### config.mk
export PLATFORM = sky130hd
export DESIGN_NAME = trace_bus_ingress_flat
export DESIGN_NICKNAME = d
export VERILOG_FILES = /design/src/rtl/l2_trace_pkg.sv /design/src/rtl/trace_bus_ingress_if.sv /design/src/rtl/trace_fifo.sv /design/src/rtl/trace_bus_ingress.sv /design/src/flat_wrapper.sv
export SDC_FILE = /design/constraint.sdc
export NUM_CORES = 1
export LEC_CHECK = 0
export ABC_AREA = 1
export ABC_CLOCK_PERIOD_IN_PS = 4400
export BUFFER_PORTS_ARGS = -buffer_cell sky130_fd_sc_hd__buf_2
export CORE_MARGIN = 2
export CORE_UTILIZATION = 64
export DETAILED_ROUTE_END_ITERATION = 12
export PLACE_DENSITY = 0.86
export RECOVER_POWER = 100
export SETUP_SLACK_MARGIN = 0.4
export SLEW_MARGIN = 20
export SYNTH_ARGS = -nofsm -noshare
export SYNTH_HDL_FRONTEND = slang
export SYNTH_SLANG_ARGS = --single-unit
### constraint.sdc
create_clock -name clk -period 4.4 [get_ports clk]
set_input_delay 0.22 -clock clk [delete_from_list [all_inputs] [get_ports clk]]
set_output_delay 0.22 -clock clk [all_outputs]
set_load 0.03 [all_outputs]
### src/rtl/l2_trace_pkg.sv
// l2_trace_pkg: opcode encoding and ASCII bus constants shared by the trace ingress stage
package l2_trace_pkg;
  typedef enum logic [2:0] {
    OP_DR = 3'd0,
    OP_DW = 3'd1,
    OP_IR = 3'd2,
    OP_SI = 3'd3,
    OP_SR = 3'd4,
    OP_SW = 3'd5,
    OP_SM = 3'd6
  } op_t;
  localparam logic [15:0] L1_OP_DR = 16'h4452;
  localparam logic [15:0] L1_OP_DW = 16'h4457;
  localparam logic [15:0] L1_OP_IR = 16'h4952;
  localparam logic [7:0]  SNP_OP_I = 8'h49;
  localparam logic [7:0]  SNP_OP_R = 8'h52;
  localparam logic [7:0]  SNP_OP_W = 8'h57;
  localparam logic [7:0]  SNP_OP_M = 8'h4D;
  localparam int          STAT_DROP = 7;
endpackage

### src/rtl/trace_bus_ingress_if.sv
// trace_bus_ingress_if: trace buses in, decoded request handshake out
interface trace_bus_ingress_if
  import l2_trace_pkg::*;
#(
  parameter int ADDR_W = 32
);
  logic              bus_strobe;
  logic [ADDR_W-1:0] l1_addr;
  logic [15:0]       l1_op;
  logic [ADDR_W-1:0] shared_addr;
  logic [7:0]        shared_op;
  logic              req_valid;
  logic              req_ready;
  op_t               req_op;
  logic [ADDR_W-1:0] req_addr;
  modport master (
    output bus_strobe, l1_addr, l1_op, shared_addr, shared_op, req_ready,
    input  req_valid, req_op, req_addr
  );
  modport slave (
    input  bus_strobe, l1_addr, l1_op, shared_addr, shared_op, req_ready,
    output req_valid, req_op, req_addr
  );
endinterface

### src/rtl/trace_fifo.sv
// trace_fifo: synchronous FIFO with a separate occupancy count so full and empty never alias
module trace_fifo #(
  parameter int DEPTH = 8,
  parameter int W     = 35
) (
  input  logic                     clk,
  input  logic                     rst_n,
  input  logic                     push_i,
  input  logic                     pop_i,
  input  logic [W-1:0]             din_i,
  output logic [W-1:0]             dout_o,
  output logic                     full_o,
  output logic                     empty_o,
  output logic [$clog2(DEPTH):0]   count_o
);
  localparam int AW = $clog2(DEPTH);
  logic [W-1:0]  mem_q [DEPTH];
  logic [AW-1:0] wr_q, rd_q;
  logic [AW:0]   cnt_q;
  logic          do_push, do_pop;
  assign full_o  = cnt_q == (AW+1)'(DEPTH);
  assign empty_o = cnt_q == '0;
  assign count_o = cnt_q;
  assign dout_o  = mem_q[rd_q];
  assign do_pop  = pop_i && !empty_o;
  // a pop frees the slot this cycle, so a push at full still lands
  assign do_push = push_i && (!full_o || do_pop);
  always_ff @(posedge clk or negedge rst_n) begin
    if (!rst_n) begin
      wr_q  <= '0;
      rd_q  <= '0;
      cnt_q <= '0;
      for (int i = 0; i < DEPTH; i++) mem_q[i] <= '0;
    end else begin
      if (do_push) mem_q[wr_q] <= din_i;
      if (do_push) wr_q <= wr_q + 1'b1;
      if (do_pop) rd_q <= rd_q + 1'b1;
      cnt_q <= cnt_q + (AW+1)'(do_push) - (AW+1)'(do_pop);
    end
  end
endmodule

### src/rtl/trace_bus_ingress.sv
// trace_bus_ingress: decodes strobed L1/snoop ASCII ops into queued requests.
// Define TRACE_STATS_EN to add per-opcode and drop counters on stat_sel/stat_value.
module trace_bus_ingress
  import l2_trace_pkg::*;
#(
  parameter int DEPTH  = 8,
  parameter int ADDR_W = 32
) (
  input  logic                   clk,
  input  logic                   rst_n,
  trace_bus_ingress_if.slave     bus,
  output logic [$clog2(DEPTH):0] occupancy,
  output logic                   overflow,
  output logic                   illegal,
  input  logic [2:0]             stat_sel,
  output logic [31:0]            stat_value
);
  localparam int W = 3 + ADDR_W;
  logic          l1_ok, sh_ok, push_req, bad_strobe, pop, full, empty, accept, drop;
  op_t           l1_code, sh_code, new_op;
  logic [W-1:0]  din, dout;
  logic          ovf_q, ill_q;
  // === keeps X/Z op bits from ever matching, so they decode as "none"
  always_comb begin
    l1_ok    = (bus.l1_op === L1_OP_DR) || (bus.l1_op === L1_OP_DW) || (bus.l1_op === L1_OP_IR);
    l1_code  = (bus.l1_op === L1_OP_DR) ? OP_DR : (bus.l1_op === L1_OP_DW) ? OP_DW : OP_IR;
    sh_ok    = (bus.shared_op === SNP_OP_I) || (bus.shared_op === SNP_OP_R) ||
               (bus.shared_op === SNP_OP_W) || (bus.shared_op === SNP_OP_M);
    sh_code  = (bus.shared_op === SNP_OP_I) ? OP_SI : (bus.shared_op === SNP_OP_R) ? OP_SR :
               (bus.shared_op === SNP_OP_W) ? OP_SW : OP_SM;
    new_op   = l1_ok ? l1_code : sh_code;
    push_req = bus.bus_strobe && (l1_ok ^ sh_ok);
    bad_strobe = bus.bus_strobe && !(l1_ok ^ sh_ok);
    din      = {new_op, l1_ok ? bus.l1_addr : bus.shared_addr};
    pop      = !empty && bus.req_ready;
    accept   = push_req && (!full || pop);
    drop     = push_req && full && !pop;
  end
  trace_fifo #(.DEPTH(DEPTH), .W(W)) u_fifo (
    .clk     (clk),
    .rst_n   (rst_n),
    .push_i  (push_req),
    .pop_i   (pop),
    .din_i   (din),
    .dout_o  (dout),
    .full_o  (full),
    .empty_o (empty),
    .count_o (occupancy)
  );
  assign bus.req_valid = !empty;
  assign bus.req_op    = op_t'(dout[W-1:ADDR_W]);
  assign bus.req_addr  = dout[ADDR_W-1:0];
  assign overflow      = ovf_q;
  assign illegal       = ill_q;
  always_ff @(posedge clk or negedge rst_n) begin
    if (!rst_n) begin
      ovf_q <= 1'b0;
      ill_q <= 1'b0;
    end else begin
      ovf_q <= ovf_q | drop;
      ill_q <= ill_q | bad_strobe;
    end
  end
`ifdef TRACE_STATS_EN
  logic [31:0] stat_q [8];
  assign stat_value = stat_q[stat_sel];
  always_ff @(posedge clk or negedge rst_n) begin
    if (!rst_n) begin
      for (int i = 0; i < 8; i++) stat_q[i] <= '0;
    end else begin
      if (accept && stat_q[new_op] != '1) stat_q[new_op] <= stat_q[new_op] + 32'd1;
      if ((drop || bad_strobe) && stat_q[STAT_DROP] != '1) stat_q[STAT_DROP] <= stat_q[STAT_DROP] + 32'd1;
    end
  end
`else
  logic unused_stat;
  assign unused_stat = ^{stat_sel, accept};
  assign stat_value  = '0;
`endif
endmodule

### src/flat_wrapper.sv
// flat-port wrapper written by rule: the top's interface ports become plain ports
module trace_bus_ingress_flat import l2_trace_pkg::*;
#(
  parameter int DEPTH  = 8,
  parameter int ADDR_W = 32
)
  (clk, rst_n, occupancy, overflow, illegal, stat_sel, stat_value, bus_bus_strobe, bus_l1_addr, bus_l1_op, bus_shared_addr, bus_shared_op, bus_req_ready, bus_req_valid, bus_req_op, bus_req_addr);
  trace_bus_ingress_if #(.ADDR_W(ADDR_W)) bus_i ();
  input  logic clk;
  input  logic rst_n;
  output logic [$clog2(DEPTH):0] occupancy;
  output logic overflow;
  output logic illegal;
  input  logic [2:0] stat_sel;
  output logic [31:0] stat_value;
  input wire logic [$bits(bus_i.bus_strobe)-1:0] bus_bus_strobe;
  input wire logic [$bits(bus_i.l1_addr)-1:0] bus_l1_addr;
  input wire logic [$bits(bus_i.l1_op)-1:0] bus_l1_op;
  input wire logic [$bits(bus_i.shared_addr)-1:0] bus_shared_addr;
  input wire logic [$bits(bus_i.shared_op)-1:0] bus_shared_op;
  input wire logic [$bits(bus_i.req_ready)-1:0] bus_req_ready;
  output wire logic [$bits(bus_i.req_valid)-1:0] bus_req_valid;
  output wire logic [$bits(bus_i.req_op)-1:0] bus_req_op;
  output wire logic [$bits(bus_i.req_addr)-1:0] bus_req_addr;
  assign bus_i.bus_strobe = bus_bus_strobe;
  assign bus_i.l1_addr = bus_l1_addr;
  assign bus_i.l1_op = bus_l1_op;
  assign bus_i.shared_addr = bus_shared_addr;
  assign bus_i.shared_op = bus_shared_op;
  assign bus_i.req_ready = bus_req_ready;
  assign bus_req_valid = bus_i.req_valid;
  assign bus_req_op = bus_i.req_op;
  assign bus_req_addr = bus_i.req_addr;
  trace_bus_ingress #(.DEPTH(DEPTH), .ADDR_W(ADDR_W)) u_core (.clk(clk), .rst_n(rst_n), .bus(bus_i), .occupancy(occupancy), .overflow(overflow), .illegal(illegal), .stat_sel(stat_sel), .stat_value(stat_value));
endmodule
==> results of run 1 <==
## cells in the final DEF, fill, tap and decap left out, types with 31 or more instances in the layout
cell type / count
sky130_fd_sc_hd__nor2_1: 265
sky130_fd_sc_hd__nand2_1: 660
sky130_fd_sc_hd__a31oi_1: 35
sky130_fd_sc_hd__nand3_1: 47
sky130_fd_sc_hd__dfrtp_1: 290
sky130_fd_sc_hd__clkbuf_1: 48
sky130_fd_sc_hd__o22ai_1: 35
sky130_fd_sc_hd__conb_1: 32
sky130_fd_sc_hd__buf_2: 93
sky130_fd_sc_hd__clkbuf_16: 31
sky130_fd_sc_hd__nand4_1: 288
sky130_fd_sc_hd__o21ai_0: 142
## how the worst max path moves through the flow
stage | start | end | slack, ns | cells after the start
floorplan | u_core.u_fifo.count_o[2] | u_core.u_fifo.count_o[2] | 1.35 | 14
global placement | bus_l1_op[7] | u_core.u_fifo.count_o[2] | 1.33 | 16
detailed placement | bus_l1_op[3] | u_core.u_fifo.count_o[2] | 1.22 | 16
CTS | u_core.u_fifo.count_o[2] | u_core.u_fifo.mem_q[32] | 1.33 | 9
global route | u_core.u_fifo.rd_q[1] | bus_req_addr[14] | 0.54 | 6
finish | u_core.u_fifo.rd_q[1] | bus_req_addr[14] | 0.59 | 6
## registers in the layout, summed over array words and instances, names as in the netlist
register	cells
u_core.u_fifo.mem_q	280
u_core.u_fifo.count_o	4
u_core.u_fifo.rd_q	3
u_core.u_fifo.wr_q	3
u_core.illegal	1
u_core.overflow	1
## worst reg2reg max path: cells and delay by family, from the launching register on
kind / cells / cell delay (ns)
buffers and inverters: 3 / 1.65
AND/OR/NAND/NOR: 6 / 1.21
flip-flops: 1 / 0.36
adder cells (fa/ha/maj): 1 / 0.20
## report_power, final
part	internal, W	switching, W
logic	0.000958	0.00276
registers	0.00280	0.000143
clock network	0.00157	0.00108
## synth_stat cells, drive strengths merged
master / number / area [µm²]
nand2: 661 / 2500
dfrtp: 292 / 7310
nand4: 289 / 1860
nor2: 265 / 995
o21ai: 142 / 711
clkbuf: 109 / 409
buf: 99 / 576
nand3: 47 / 240
a31oi: 35 / 219
o22ai: 35 / 219
inv: 25 / 93.8
ha: 8 / 100
nor3: 8 / 65.1
a21oi: 3 / 26.3
xor2: 3 / 26.3
clkinv: 2 / 7.51
nand3b: 2 / 15.0
o21bai: 2 / 15.0
xnor2: 2 / 17.5
conb: 1 / 3.75
fa: 1 / 20.0
## cell families after synthesis
group,count (synthesis),share of synthesized area [%]
simple gates,1272,36.8
flops,292,47.4
buf+inv,235,7.04
compound gates,217,7.72
fa+ha+maj,9,0.779
xor+xnor,5,0.284
other cells,1,0.0243
## final cells by class
cell class	count	area [µm²]	share of cell area [%]
Timing Repair Buffer	169	942	5.57
Multi-Input combinational cell	1535	7120	42.1
Tap cell	319	399	2.36
Inverter	27	104	0.614
Sequential cell	292	7310	43.2
Clock inverter	7	96.3	0.570
Clock buffer	48	940	5.56
## metrics by stage
| step | setup WS, ns | cells | utilization, % | area (µm²) | hold slack [ns] |
|---|---|---|---|---|---|
| 2_1_floorplan | 1.35 | 2062 | - | 15500 | -0.0756 |
| 3_3_place_gp | 1.33 | 2340 | 68.1 | 16000 | 0.395 |
| 3_5_place_dp | 1.22 | 2340 | 68.1 | 16000 | 0.407 |
| 4_1_cts | 1.33 | 2396 | 72.6 | 17100 | 0.0626 |
| 5_1_grt | 0.542 | 2397 | 71.8 | 16900 | 0.0334 |
| 6_report | 0.587 | 2397 | 71.8 | 16900 | 0.0159 |
## layer usage
layer / up-vias / share of wire [%]
met5: - / 0
met4: 0 / 5.4
met3: 215 / 11
met2: 1118 / 48
met1: 7450 / 36
li1: 6860 / -
==> impl_results.md, run 1 <==
- Category of cells accounting for the largest share of critical-path delay: buffers and inverters
- Capture endpoint of the worst hold path: u_core.u_fifo.rd_q[0]
- Post-CTS resize count: 0
- Proportion of layout cells with a drive suffix above 1: 9.14%
- Violation count after the first detailed-routing iteration: 2629
- Met2 capacity usage during global routing: 60.1%
- Clock skew: 0.0141 ns
- Clock Tree Buf Depth: 3
- Summed negative setup slack over all endpoints: 0 ns
- Area of the die: 25400 µm²
- Number of cells traversed by the worst hold path: 3
- MaxCap Viol Count: 4
- Worst path required time: 4.18 ns
- Sum of routed wire length over all layers: 48800 µm
- Starting Density: 65.5%
- Setup repair after global routing missed its margin: no
- Highest Clock Rate: 262 MHz
- HP Start: bus_req_ready
- Clock Tree Root: sky130_fd_sc_hd__clkbuf_16
- First-pass iteration count of the detailed router: 6
- GRT Resource Usage Total: 37.5%
- Mean area per synthesized cell: 7.59 µm²
- Count of nets after finishing: 2160
- Vias in the first global route: 14900
- Average detailed-routed wire length per instance: 20.3 µm
- Violated checks: max-capacitance violations, max-slew violations
- Layer carrying the most global-route usage: met2
- Cts-stage hold buffer count: 1
- Ratio of final minimum period to clock period: 86.7%
- Std-Cell Core Area: 23500 µm²
- Antenna Nets Post-Route: 0
- Worst IR Drop VDD: 0.458 mV
- Power density normalized to cell area: 550 nW/µm²
- Number of endpoints with negative hold slack in the final report: 0
- Number of levels the H-tree was split into: 1
- Number of flip-flops and latches in the synthesized netlist: 292
- Aggregate global routing overflow: 0
- Transition at the pin with the smallest max-transition slack: 2.47 ns
- Clock slew at the register clock pins of the worst setup and hold paths: 0.06 ns
- Number of antenna cells inserted: 0
- Die Wd: 159 µm
- Vias per cell: 6.53
- Total number of vias: 15600
- Fillcell total: 1841
- Worst Setup Start Kind: register
- Detail Placement HPWL: 25500 µm
- Synth Cell Area: 15400 µm²
- Antenna violations before repair: 0
- Number of setup buffers added after CTS: 0
- Final number of setup-violating endpoints: 0
- First-pass GRT wire length: 77500 µm
- Num CTS Buffers: 31
- CTS tree: built
- Die Y: 159 µm
- Total design power: 0.00931 W
- Capturing point of the worst reg2reg path: u_core.u_fifo.mem_q[189]
- Num ports: 169
- Reg-to-reg setup timing slack: 0.87 ns
- Synth unique cells: 30
- Count of buffers inserted at the top-level ports: 133
- Arrival time at the worst endpoint: 3.59 ns
- Nature of the critical path endpoint: output port
- Max transition margin: -64.8%
- Gate count of the mapped netlist: 2031
- Row cnt: 56
- Crit path time final: 3.81 ns
- Global-route track usage on met1: 49.0%
- Delay of the slowest cell on the worst path: 1.34 ns
- Detailed-route DRC error count: 0
- Maximum number of pins on one net before global-route repair: 285
- Worst-path fanout max: 71
- Met3 GRT Util: 6.51%
- Clk sink count: 292
- Ordered list of cells on the worst path: clkbuf_2, o21ai_0, o22ai_1, nor2_1, a31oi_1, clkbuf_1
- Outcome: finished, violations left
- Skew-Pair Late Insertion Delay: 0.57 ns
- Routability cong.: 0.879
- Max Slew Vio Count: 245
- Reg2reg path depth: 10
- Critical Path Slowest Stage Cell: sky130_fd_sc_hd__clkbuf_2
- Worst Hold Class: in -> reg
- Post-synthesis to final-layout area growth: 9.65%
- Reg-to-Reg Start: u_core.u_fifo.count_o[2]
- Critical path buffer and inverter count: 2
- Leak: 8.88 nW
- Share of the yosys chip area belonging to registers: 47.4%
- Number of warnings issued by yosys: 0
- Crit path kind: reg -> out
(Power assumes the default switching activity.)
==> inputs of run 2 (changes only) <==
CORE_UTILIZATION = 48   (was 64)
CTS_CLUSTER_DIAMETER = 30   (was unset)
PLACE_DENSITY = 0.67   (was 0.86)
==> run 2 against run 1 <==
Against the previous run:
- the run still ends with max-capacitance violations, max-slew violations left
- via count shrank 2.8%
- setup slack gained 0.17 ns
- clock-buffer cell count up 53
- design area grew 7.9%
- maximum frequency is 4.6% higher
- first-iteration DRC count down 35%
- register-to-register slack got worse by 0.12 ns
- combinational power rose by 3%
- critical path type is now reg -> reg
- highest routed layer unchanged
- non-clock buffer count grew 3
==> impl_results.md, run 2 (synthesis results as in run 1) <==
- Antenna violations before repair: 0 (unchanged)
- Leak: 9.47 nW (was 8.88 nW)
- Max FFs per register: 280 (unchanged)
- Total number of vias: 15200 (was 15600)
- Cell total after placement: 2427 (was 2340)
- Most frequent cell on the critical path: sky130_fd_sc_hd__nand2_1
- Num CTS Buffers: 69 (was 31)
- Crit path time final: 3.65 ns (was 3.81 ns)
- Transition at the pin with the smallest max-transition slack: 2.87 ns (was 2.47 ns)
- CTS tree: built (unchanged)
- Arrival time at the worst endpoint: 4.08 ns (was 3.59 ns)
- Area used by multi-input combinational logic: 7160 µm² (was 7120 µm²)
- Critical Path Slowest Stage Cell: sky130_fd_sc_hd__nand4_1 (was sky130_fd_sc_hd__clkbuf_2)
- Category of cells accounting for the largest share of critical-path delay: simple AND/OR/NAND/NOR gates (was buffers and inverters)
- Worst Setup Start Kind: register (unchanged)
- Critical path buffer and inverter count: 3 (was 2)
- Most common cell after layout, fill and taps aside: sky130_fd_sc_hd__nand2_1 (unchanged)
- Combined flip-flop and latch cell area: 7310 µm² (unchanged)
- Post-synthesis to final-layout area growth: 18.3% (was 9.65%)
- Count of nets after finishing: 2201 (was 2160)
- Hold WS: 0.0500 ns (was 0.0159 ns)
- MaxCap Viol Count: 1 (was 4)
- Setup repair after global routing missed its margin: no (unchanged)
- Worst Hold Class: in -> reg (unchanged)
- Average detailed-routed wire length per instance: 20.1 µm (was 20.3 µm)
- Delay of the slowest cell on the worst path: 1.02 ns (was 1.34 ns)
- Number of antenna cells inserted: 0 (unchanged)
- Portion of total power attributed to the clock network: 42.0% (was 28.5%)
- Worst path required time: 4.83 ns (was 4.18 ns)
- CP Launch Point: u_core.u_fifo.count_o[2] (was u_core.u_fifo.rd_q[1])
- Sum of routed wire length over all layers: 51200 µm (was 48800 µm)
- Crit path kind: reg -> reg (was reg -> out)
- Row cnt: 65 (was 56)
- Number of endpoints with negative hold slack in the final report: 0 (unchanged)
- Proportion of layout cells with a drive suffix above 1: 11.7% (was 9.14%)
- Share of total power in sequential cells: 25.0% (was 31.6%)
- Ordered list of cells on the worst path: inv_1, ha_1, nand2_1, nand2_1, nand3_4, buf_4, nand4_1, clkbuf_2, nand2_1, nand2_1 (was clkbuf_2, o21ai_0, o22ai_1, nor2_1, a31oi_1, clkbuf_1)
- HP Start: bus_bus_strobe (was bus_req_ready)
- Skew-Pair Late Insertion Delay: 0.56 ns (was 0.57 ns)
- Vias per cell: 5.97 (was 6.53)
- Nature of the critical path endpoint: register (was output port)
- Portion of total power attributed to combinational logic: 33.0% (was 39.9%)
- Worst IR Drop VDD: 0.457 mV (was 0.458 mV)
- Die Wd: 183 µm (was 159 µm)
- Fillcell total: 2902 (was 1841)
- Outcome: finished, violations left (unchanged)
- Clock skew: 0.0206 ns (was 0.0141 ns)
- Aggregate global routing overflow: 0 (unchanged)
- Vias in the first global route: 14900 (about the same)
- Clock slew at the register clock pins of the worst setup and hold paths: 0.04 ns (was 0.06 ns)
- Area of the die: 33600 µm² (was 25400 µm²)
- Count of buffers inserted at the top-level ports: 133 (unchanged)
- Clock Tree Root: sky130_fd_sc_hd__clkbuf_16 (unchanged)
- Switching share of power: 38.7% (was 42.7%)
- Non-filler instance count after layout: 2549 (was 2397)
- Number of levels the H-tree was split into: 3 (was 1)
- First-pass iteration count of the detailed router: 5 (was 6)
- Final number of setup-violating endpoints: 0 (unchanged)
- Power density normalized to cell area: 635 nW/µm² (was 550 nW/µm²)
- Routability cong.: 0.800 (was 0.879)
- Clk sink count: 292 (unchanged)
- Std-Cell Core Area: 31600 µm² (was 23500 µm²)
- Worst setup slack after placement: 1.05 ns (was 1.22 ns)
- Total internal power: 0.00710 W (was 0.00533 W)
- Register containing the most flip-flops in the final layout: u_core.u_fifo.mem_q (unchanged)
- Crit path setup slack, layout: 0.754 ns (was 0.587 ns)
- Number of setup buffers added after CTS: 0 (unchanged)
- Die Y: 183 µm (was 159 µm)
- Antenna Nets Post-Route: 0 (unchanged)
- Violation count after the first detailed-routing iteration: 1697 (was 2629)
- Detailed-route DRC error count: 0 (unchanged)
- Detail Placement HPWL: 26600 µm (was 25500 µm)
- Worst-path fanout max: 42 (was 71)
- First-pass GRT wire length: 82300 µm (was 77500 µm)
- GRT Resource Usage Total: 31.0% (was 37.5%)
- Maximum number of pins on one net before global-route repair: 164 (was 285)
- Violated checks: max-capacitance violations, max-slew violations (unchanged)
- Max transition margin: -91.6% (was -64.8%)
- Starting Density: 48.7% (was 65.5%)
- Reg-to-Reg Start: u_core.u_fifo.count_o[2] (unchanged)
- Commonest non-fill, non-tap cells in the layout: sky130_fd_sc_hd__nand2_1 (659), sky130_fd_sc_hd__dfrtp_1 (290), sky130_fd_sc_hd__nand4_1 (285) (was sky130_fd_sc_hd__nand2_1 (660), sky130_fd_sc_hd__dfrtp_1 (290), sky130_fd_sc_hd__nand4_1 (288))
- Clock Tree Buf Depth: 3 (unchanged)
- Max Slew Vio Count: 108 (was 245)
- Share of the core filled with cells: 57.6% (was 71.8%)
- Ratio of final minimum period to clock period: 82.9% (was 86.7%)
- Net Switching: 0.00448 W (was 0.00398 W)
- Highest Clock Rate: 274 MHz (was 262 MHz)
- Num ports: 169 (unchanged)
- Summed negative setup slack over all endpoints: 0 ns (unchanged)
run 2: changes by cell type in the layout (fill, tap and decap cells not counted), moves of 2 or more:
| cell | previous run | this run |
|---|---|---|
| sky130_fd_sc_hd__nand4_1 | 288 | 285 |
| sky130_fd_sc_hd__clkinvlp_4 | 0 | 2 |
| sky130_fd_sc_hd__clkbuf_1 | 48 | 60 |
| sky130_fd_sc_hd__clkinv_2 | 6 | 14 |
| sky130_fd_sc_hd__inv_6 | 0 | 2 |
| sky130_fd_sc_hd__buf_2 | 93 | 95 |
| sky130_fd_sc_hd__clkbuf_2 | 8 | 6 |
| sky130_fd_sc_hd__clkbuf_16 | 31 | 73 |
| sky130_fd_sc_hd__nand4_2 | 1 | 4 |
| sky130_fd_sc_hd__clkbuf_8 | 10 | 13 |
run 2: power by group through the flow:
stage	Combinational [W]	Sequential, W	Clock [W]
5_1_grt	0.00414	0.00290	0.00507
2_1_floorplan	0.00262	0.00294	0
4_1_cts	0.00386	0.00289	0.00491
3_3_place_gp	0.00381	0.00292	0
3_5_place_dp	0.00383	0.00293	0
6_report	0.00382	0.00289	0.00487
run 2: area by class of cell:
| type | instances | area share (%) |
|---|---|---|
| inverters | 27 | 0.576 |
| repair buffers | 172 | 5.06 |
| clock buffers | 101 | 11.3 |
| multi-input cells | 1535 | 39.2 |
| well taps | 402 | 2.76 |
| clock inverters | 20 | 0.974 |
| flip-flops and latches | 292 | 40.1 |
run 2: worst min-delay path: stages:
cell and delay (ns):
sky130_fd_sc_hd__buf_2 0.17, sky130_fd_sc_hd__inv_1 0.09, sky130_fd_sc_hd__o21bai_1 0.07
run 2: per-stage QoR:
stage	power (W)	instance area, µm²
6_report	0.0116	18200
2_1_floorplan	0.00556	15500
4_1_cts	0.0117	18400
3_5_place_dp	0.00676	16100
3_3_place_gp	0.00674	16100
5_1_grt	0.0121	18200
run 2: final timing paths:
path,endpoint,slack [ns],depth (start not counted)
worst min register to register,u_core.u_fifo.mem_q[149],0.47,2
worst min-delay path,u_core.illegal,0.05,3
min in group asynchronous,u_core.u_fifo.mem_q[12],1.08,2
worst max register to register,u_core.u_fifo.mem_q[103],0.75,10
max in group asynchronous,u_core.u_fifo.mem_q[199],1.15,3
worst max-delay path,u_core.u_fifo.mem_q[103],0.75,10
run 2: per-layer routing:
layer / wire, µm / part of all wire [%] / global-route usage [%]
met5: 0 / 0 / 0
met3: 3490 / 6.8 / 5.00
met1: 20900 / 41 / 39.9
met4: 1690 / 3.3 / 13.5
met2: 25100 / 49 / 52.0
run 2: what timing repair did:
item	in CTS	in global routing
hold endpoints to repair	104	0
hold buffers	1	0
gates resized for setup	0	0
